$ cat src/rtl/inst_fetch_queue.sv
// Instruction fetch stage: owns the PC, issues word fetches under a credit limit and
// buffers returned words with their PCs in an in-order queue that feeds decode.
module inst_fetch_queue #(
   parameter logic [31:0] RESET_PC = 32'h0000_0000,
   parameter int          DEPTH    = 4
) (
   input  logic        clk,
   input  logic        reset_n,
   output logic        imem_req,
   output logic [31:0] imem_addr,
   input  logic        imem_gnt,
   input  logic        imem_rvalid,
   input  logic [31:0] imem_rdata,
   input  logic        redirect_valid,
   input  logic [31:0] redirect_pc,
   output logic        id_valid,
   input  logic        id_ready,
   output logic [31:0] id_inst,
   output logic [31:0] id_pc
);

   localparam int AW = $clog2(DEPTH);
   localparam int CW = AW + 1;
   localparam int SW = CW + 2;
   localparam logic [AW-1:0] PTR_ZERO   = AW'(1'b0);
   localparam logic [AW-1:0] PTR_ONE    = AW'(1'b1);
   localparam logic [CW-1:0] CNT_ZERO   = CW'(1'b0);
   localparam logic [CW-1:0] CNT_ONE    = CW'(1'b1);
   localparam logic [SW-1:0] CREDIT_MAX = SW'(DEPTH);
   localparam logic [31:0]   WORD_MASK  = 32'hFFFF_FFFC;

   logic [31:0]   pc_r;
   logic [31:0]   q_inst_r [DEPTH];
   logic [31:0]   q_pc_r   [DEPTH];
   logic [31:0]   tag_pc_r [DEPTH];
   logic [AW-1:0] q_rd_r;
   logic [AW-1:0] q_wr_r;
   logic [AW-1:0] tag_rd_r;
   logic [AW-1:0] tag_wr_r;
   logic [CW-1:0] count_r;
   logic [CW-1:0] outst_r;
   logic [CW-1:0] drop_r;
   logic          id_valid_r;
   logic [31:0]   id_inst_r;
   logic [31:0]   id_pc_r;

   logic [SW-1:0] credit_sum_s;
   logic          issue_s;
   logic          resp_s;
   logic          drop_resp_s;
   logic          push_s;
   logic          pop_s;
   logic [CW-1:0] issue_inc_s;
   logic [CW-1:0] resp_dec_s;
   logic [CW-1:0] push_inc_s;
   logic [CW-1:0] pop_dec_s;
   logic [CW-1:0] count_nxt_s;
   logic [CW-1:0] outst_nxt_s;
   logic [CW-1:0] drop_nxt_s;
   logic [CW-1:0] remain_s;
   logic [AW-1:0] q_rd_nxt_s;
   logic [31:0]   resp_pc_s;
   logic [31:0]   head_inst_s;
   logic [31:0]   head_pc_s;

   assign imem_addr = pc_r;
   assign id_valid  = id_valid_r;
   assign id_inst   = id_inst_r;
   assign id_pc     = id_pc_r;
   assign resp_pc_s = tag_pc_r[tag_rd_r];

   // Request credit: queued words plus every live or doomed request must fit the queue.
   always_comb begin
      credit_sum_s = SW'(count_r) + SW'(outst_r) + SW'(drop_r);
      if (reset_n && (credit_sum_s < CREDIT_MAX)) begin
         imem_req = 1'b1;
      end else begin
         imem_req = 1'b0;
      end
   end

   // Per-cycle events; a redirect voids this cycle's push and pop.
   always_comb begin
      issue_s     = imem_req & imem_gnt;
      resp_s      = imem_rvalid & ((outst_r != CNT_ZERO) | (drop_r != CNT_ZERO));
      drop_resp_s = resp_s & (drop_r != CNT_ZERO);
      push_s      = resp_s & ~drop_resp_s & ~redirect_valid;
      pop_s       = id_valid_r & id_ready & ~redirect_valid;
      issue_inc_s = issue_s ? CNT_ONE : CNT_ZERO;
      resp_dec_s  = resp_s ? CNT_ONE : CNT_ZERO;
      push_inc_s  = push_s ? CNT_ONE : CNT_ZERO;
      pop_dec_s   = pop_s ? CNT_ONE : CNT_ZERO;
   end

   // Next values for occupancy, live-request and discard counters.
   always_comb begin
      count_nxt_s = count_r;
      outst_nxt_s = outst_r;
      drop_nxt_s  = drop_r;
      if (redirect_valid) begin
         count_nxt_s = CNT_ZERO;
         outst_nxt_s = CNT_ZERO;
         // every request still in flight, including one granted now, becomes a discard
         drop_nxt_s  = drop_r + outst_r + issue_inc_s - resp_dec_s;
      end else if (drop_resp_s) begin
         count_nxt_s = count_r - pop_dec_s;
         outst_nxt_s = outst_r + issue_inc_s;
         drop_nxt_s  = drop_r - CNT_ONE;
      end else begin
         count_nxt_s = count_r + push_inc_s - pop_dec_s;
         outst_nxt_s = outst_r + issue_inc_s - resp_dec_s;
         drop_nxt_s  = drop_r;
      end
   end

   // Next head of queue for the registered decode outputs.
   always_comb begin
      remain_s    = count_r - pop_dec_s;
      q_rd_nxt_s  = pop_s ? (q_rd_r + PTR_ONE) : q_rd_r;
      head_inst_s = id_inst_r;
      head_pc_s   = id_pc_r;
      if (redirect_valid) begin
         head_inst_s = id_inst_r;
         head_pc_s   = id_pc_r;
      end else if (remain_s != CNT_ZERO) begin
         head_inst_s = q_inst_r[q_rd_nxt_s];
         head_pc_s   = q_pc_r[q_rd_nxt_s];
      end else if (push_s) begin
         // queue drains to empty this cycle, so the arriving word becomes the head
         head_inst_s = imem_rdata;
         head_pc_s   = resp_pc_s;
      end else begin
         head_inst_s = id_inst_r;
         head_pc_s   = id_pc_r;
      end
   end

   // PC, counters and decode-facing output registers.
   always_ff @(posedge clk or negedge reset_n) begin
      if (!reset_n) begin
         pc_r       <= RESET_PC & WORD_MASK;
         count_r    <= CNT_ZERO;
         outst_r    <= CNT_ZERO;
         drop_r     <= CNT_ZERO;
         id_valid_r <= 1'b0;
         id_inst_r  <= 32'h0000_0000;
         id_pc_r    <= 32'h0000_0000;
      end else begin
         if (redirect_valid) begin
            pc_r <= redirect_pc & WORD_MASK;
         end else if (issue_s) begin
            pc_r <= pc_r + 32'd4;
         end else begin
            pc_r <= pc_r;
         end
         count_r    <= count_nxt_s;
         outst_r    <= outst_nxt_s;
         drop_r     <= drop_nxt_s;
         id_valid_r <= (count_nxt_s != CNT_ZERO);
         id_inst_r  <= head_inst_s;
         id_pc_r    <= head_pc_s;
      end
   end

   // Instruction queue storage and pointers; cleared on redirect.
   always_ff @(posedge clk or negedge reset_n) begin
      if (!reset_n) begin
         q_rd_r <= PTR_ZERO;
         q_wr_r <= PTR_ZERO;
         for (int i = 0; i < DEPTH; i++) begin
            q_inst_r[i] <= 32'h0000_0000;
            q_pc_r[i]   <= 32'h0000_0000;
         end
      end else if (redirect_valid) begin
         q_rd_r <= PTR_ZERO;
         q_wr_r <= PTR_ZERO;
      end else begin
         q_rd_r <= q_rd_nxt_s;
         if (push_s) begin
            q_inst_r[q_wr_r] <= imem_rdata;
            q_pc_r[q_wr_r]   <= resp_pc_s;
            q_wr_r           <= q_wr_r + PTR_ONE;
         end else begin
            q_wr_r <= q_wr_r;
         end
      end
   end

   // PC tags of issued requests, consumed in order by every accepted response.
   always_ff @(posedge clk or negedge reset_n) begin
      if (!reset_n) begin
         tag_rd_r <= PTR_ZERO;
         tag_wr_r <= PTR_ZERO;
         for (int i = 0; i < DEPTH; i++) begin
            tag_pc_r[i] <= 32'h0000_0000;
         end
      end else begin
         if (issue_s) begin
            tag_pc_r[tag_wr_r] <= pc_r;
            tag_wr_r           <= tag_wr_r + PTR_ONE;
         end else begin
            tag_wr_r <= tag_wr_r;
         end
         if (resp_s) begin
            tag_rd_r <= tag_rd_r + PTR_ONE;
         end else begin
            tag_rd_r <= tag_rd_r;
         end
      end
   end

endmodule
$ cat config.mk
export PLATFORM = sky130hd
export DESIGN_NAME = inst_fetch_queue
export DESIGN_NICKNAME = d
export VERILOG_FILES = /design/src/rtl/inst_fetch_queue.sv
export SDC_FILE = /design/constraint.sdc
export NUM_CORES = 1
export LEC_CHECK = 0
export BUFFER_PORTS_ARGS = -buffer_cell sky130_fd_sc_hd__buf_2
export CORE_ASPECT_RATIO = 0.7
export CORE_UTILIZATION = 50
export DETAILED_ROUTE_END_ITERATION = 7
export PLACE_DENSITY_LB_ADDON = 0.05
export SYNTH_ARGS = -nofsm -noshare
export SYNTH_HDL_FRONTEND = slang
export SYNTH_SLANG_ARGS = --single-unit
$ cat constraint.sdc
create_clock -name clk -period 4.3 [get_ports clk]
set_input_delay 0 -clock clk [delete_from_list [all_inputs] [get_ports clk]]
set_output_delay 0 -clock clk [all_outputs]
set_load 0.005 [all_outputs]
---- Word-level counts from Yosys, hierarchy flattened ----
Cells that the tools add are included.
Widths: inputs -> output; s select.
operators by class
  add/subtract/negate cells ............... 16
  $lt $le $gt $ge ......................... 7
  multiplexer cells ....................... 37
  bitwise gates (word level) .............. 14
  reduce and logical (&&, ||, !) cells .... 13
operator list
  cell                   count
  $mux 32                14
  $bwmux 128             3
  $bmux 32 s2            3
  $demux 32 s2           2
  $add 32x3->32 const B  1
  $mux 3                 6
  $ge 3x3->1 const B     4
  $not 2->3              4
  $reduce_bool 3->1      4
  $sub 3x1->3            4
  $add 3x1->3            3
  $add 2x1->2 const B    4
  $mux 2                 4
  $reduce_bool 2->1      4
  $and 1x1->1            7
  $lt 3x1->1 const B     2
  $add 4x3->5            1
  $lt 5x3->1 const B     1
  $mux 1                 5
  $add 3x3->4            1
  $reduce_and 2->1       2
  $add 3x3->3            1
  $logic_and 1x1->1      3
  $sub 3x1->3 const B    1
  other kinds (2)        3
storage, ports and cells
  flip-flop bits (word level) ............. 498
  bits of input ports ..................... 70
  output and inout port bits .............. 98

---- Depth between registers and ports, before layout ----
  depth in word-level cells ............... 13
  gate-level depth with buffers ........... 15
  gate-level depth less buffers ........... 13

---- Worst setup path after synthesis ----
No wires, ideal clock.
  path type ............................... register -> register
  from .................................... register count_r[2]
  to ...................................... register drop_r[2]
  setup time .............................. 0.080 ns
  data arrival time ....................... 3.440 ns
  data required time ...................... 4.220 ns
  path slack .............................. 0.781 ns
  cell stages (with the launch flop) ...... 14
  path buffers ............................ 1
  clock period less this slack ............ 3.519 ns
  path through ............................ dfrtp_1 inv_1 fa_1 inv_1 fa_1 nor3b_1 o21ai_0 clkbuf_1 nor2_1 fa_1 fa_1 xnor2_1 a21oi_1 xnor2_1
on the way
  cells in the longest elaborated chain, start to end .. 10
ends and longest elaborated chain
  item                      line  source
  start: declaration        40    logic [CW-1:0] count_r;
  start signal: assignment  156   count_r <= count_nxt_s;
  $add 3x3->4               74    credit_sum_s = SW'(count_r) + SW'(outst_r) + SW'(drop_r);
  $add 4x3->5               74
  $lt 5x3->1                75    if (reset_n && (credit_sum_s < CREDIT_MAX)) begin
  $logic_and 1x1->1         75
  $mux 1                    75
  $and 1x1->1               84    issue_s = imem_req & imem_gnt;
  via issue_s               48    logic issue_s;
  $mux 1                    89    issue_inc_s = issue_s ? CNT_ONE : CNT_ZERO;
  $add 3x1->3               104   drop_nxt_s = drop_r + outst_r + issue_inc_s - resp_dec_s;
  $sub 3x1->3               104
  $mux 3                    100   if (redirect_valid) begin
  end signal: assignment    158   drop_r <= drop_nxt_s;
  end: declaration          42    logic [CW-1:0] drop_r;
The timed path passes the listed nets, and every way through them passes these cells.
A chain may end at the register's enable or synchronous reset.

---- Worst setup path after layout ----
  from .................................... register outst_r[2]
  to ...................................... register drop_r[2]
on the way
  cells in the longest elaborated chain, start to end .. 10
  elaborated cells on any way between the ends .. 17
  classes of those cells .................. add/sub (5); order compare (1); mux (4); bitwise (4); reduce/logical (3)
ends and longest elaborated chain
  item                      line  source
  start: declaration        41    logic [CW-1:0] outst_r;
  start signal: assignment  157   outst_r <= outst_nxt_s;
  $add 3x3->4               74
  $add 4x3->5               74
  $lt 5x3->1                75
  $logic_and 1x1->1         75
  $mux 1                    75
  $and 1x1->1               84
  via issue_s               48
  $mux 1                    89
  $add 3x1->3               104
  $sub 3x1->3               104
  $mux 3                    100
The timed path passes the listed nets, and every way through them passes these cells.

==> metrics.md <==
| Metric | Value |
|---|---|
| 1st-iter DRT viols | 991 |
| Via/cell ratio | 5.965 |
| Max IR drop VDD | 0.4021 mV |
| CTS Sinks | 478 |
| Root Buffer Master | clkbuf_16 |
| # port buffers | 161 |
| Area of the multi-input gates | 0.009737 sq mm |
| Vias in the first global route | 15,580 |
| Post-CTS Setup Bufs | 0 |
| CTS tree | done |
| Met2 WL | 26,670 um |
| DRC Markers | 0 |
| Clock Tree Buf Depth | 3 |
| Worst Skew | 32.22 ps |
| Routability-driven placement congestion ratio | 0.8025 |
| Slew @ Worst Pin | 1249 ps |
| Worst setup margin | 738.1 ps |
| Unique cell type count in the Yosys netlist | 55 |
| First-pass GRT wire length | 89,530 um |
| PD cells | 606.6 mW/mm^2 |
| Critical path launch point type | register |
| Tcrit/Tclk final | 82.83% |
| Lkg Pwr | 11.69 nW |
| Critical path class | reg -> reg |
| FFs w/ async S/R, synth | 100.0% |
| RSZ-0062 raised after global routing | false |
| DP Worst Slack | 731.8 ps |
| Antenna-violating nets left | 0 |
| Metal-1 WL | 26,040 um |
| Final HPWL DP | 33,030 um |
| Setup tns final | 0 ps |
| Total GRT Usage | 25.26% |
| Synth Warn # | 0 |
| Slew Viols, Final | 0 |
| Worst-Skew Late Latency | 590 ps |
| Total grt overflow | 0 |
| H-tree Lvls | 2 |
| Largest net degree at the start of global routing | 160 |
| Fin util | 59.85% |
| Hold buffers post-CTS | 78 |
| Max frequency | 0.2808 GHz |
| Dpl cell area | 0.02378 sq mm |
| Rows | 64 |
| CTS Buf Count | 48 |
| Relative slew slack | 16.75% |
| Overall Power | 0.01593 W |
| Synth Instances | 1,724 |
| Area Growth Syn to Fin | 17.48% |
| Max-cap violations | 0 |
| Die height | 178.9 um |
| CP max FO | 13 |
| Total Nets Final | 2,011 |
| Detail Route met3 WL | 2788 um |
| Die X | 254.7 um |
| # setup viols final | 0 |
| Share of layout cells above drive strength 1 | 33.15% |
| Initial antenna violation count | 0 |
| Full die area | 0.04557 sq mm |
| Starting Density | 50.94% |
| Top FF cell, synth | dfrtp_1 |
| IO Count | 168 |
| Fillcell total | 3,548 |
| Drt wl/cell | 22.07 um |
| Diodes inserted | 0 |
| Crit. End Element | register |
| Post-synth EDFFs | 0 |
| Placeable Area | 0.04388 sq mm |
| DR top layer | met4 |
| Final wirelength | 56,190 um |
| Worst Path Required | 4790 ps |
| CTS resizes | 0 |
| Min-Delay Path Class | in -> async |
| Worst Path Arrival | 4050 ps |
| Outcome | completed |
| Tmin final | 3562 ps |
| Clock-pin transition on the worst setup and hold timing paths | 60 ps |
| Vias | 15,190 |
| Syn Area/Cell | 12.97 sq um |
| Seq/Total Area, Yosys | 53.51% |
| Drt pass-1 iters | 5 |
| Storage element area | 0.01197 sq mm |
| Hold Vio Cnt, Final | 0 |
| Fin area | 0.02626 sq mm |
| FF+latch count, synth | 478 |
| Cell Area, Synth | 0.02236 sq mm |
-- worst max-delay path, cell delays in order (launching register included) --
cell     delay (ps)
dfrtp_1         410
inv_1            80
fa_1            500
inv_1            70
ha_1            270
or3b_2          450
o21ai_1         130
buf_4           210
nor2_1           90
fa_1            430
fa_1            390
xnor2_1         140
a21oi_1         180
xnor2_1         130
-- per-stage QoR --
step                      std cells  hold WS [ps]
final                          2546         46.17
after global routing           2546         41.21
after CTS                      2546         21.85
after detailed placement       2378        -112.1
after global placement         2378        -119.4
after floorplan                1727        -295.6
-- cell usage in the layout (no fill, tap or decap), types with 12 or more instances in the layout --
cell type        n
buf_4           30
mux2i_1         64
clkbuf_16       49
a221o_1         13
clkbuf_1        12
nand3_1         13
dlygate4sd3_1   77
o221ai_1        13
inv_1           28
o21ai_0         87
nand2_1         48
dfrtp_1        475
clkbuf_8        13
ha_1            23
a22oi_1         95
nor2_1          42
mux4_2          32
a211oi_1        50
xnor2_1         28
buf_2          160
o22ai_1         13
mux2_2         319
mux2_1          49
a21oi_1         20
o2bb2ai_1       47
-- flip-flops by register name, indices dropped and copies added, names as in the netlist, 30 cells and up --
register,cells
id_pc,30
q_pc_r,120
imem_addr,30
tag_pc_r,120
q_inst_r,128
id_inst,32
-- power by group --
part	switching, W	internal [W]
Combinational	0.00252	0.00230
Sequential	0.000932	0.00570
Clock	0.00180	0.00269
-- synthesized netlist by cell type (13+ instances only) --
library cell  count  area share [%]
o22ai_1          13            0.36
a22oi_1          95             3.2
xnor2_1          29             1.1
mux2i_1          65             2.9
o221ai_1         13            0.51
nand2_1          48            0.81
mux2_2          319              16
buf_2            44            0.99
o2bb2ai_1        47             1.8
a221o_1          13            0.58
buf_1            17            0.29
a21oi_1          20            0.45
clkbuf_1         75             1.3
o21ai_0          89             2.0
mux2_1           49             2.5
a211oi_1         50             1.7
ha_1             23             1.3
mux4_2           32             3.2
dfrtp_1         478              54
nor2_1           42            0.71
inv_1            28            0.47
nand3_1          13            0.29
-- metal layers --
metal  track usage (%)  vias to the layer above
met5                 0                        -
met1             36.84                     7953
met3             3.992                       57
met2             39.81                      367
li1                  -                     6809
met4             5.664                        0
-- path summary, 6_finish.rpt --
path / start / end / slack (ps) / cells after the start
max in group asynchronous: reset_n / q_pc_r[122] / 3350 / 3
worst min-delay path: reset_n / tag_pc_r[21] / 50 / 3
worst max-delay path: outst_r[2] / drop_r[2] / 740 / 13
worst max register to register: outst_r[2] / drop_r[2] / 740 / 13
worst min register to register: tag_pc_r[46] / tag_pc_r[46] / 480 / 1
min in group clk: redirect_valid / q_rd_r[1] / 50 / 3
-- cell families after synthesis --
family          synth area share [%]
fa+ha+maj                      1.825
flops                          53.51
compound gates                 11.33
buf+inv                        3.241
other cells                  0.01677
mux                            24.67
simple gates                   4.192
xor+xnor                       1.215
-- final cells by class --
type / instances / area share, %
flip-flops and latches: 478 / 45.57
multi-input cells: 1077 / 37.07
repair buffers: 278 / 7.661
clock buffers: 74 / 5.522
well taps: 594 / 2.830
clock inverters: 16 / 0.9290
inverters: 29 / 0.4145
Power figures use the tool's default switching activity.
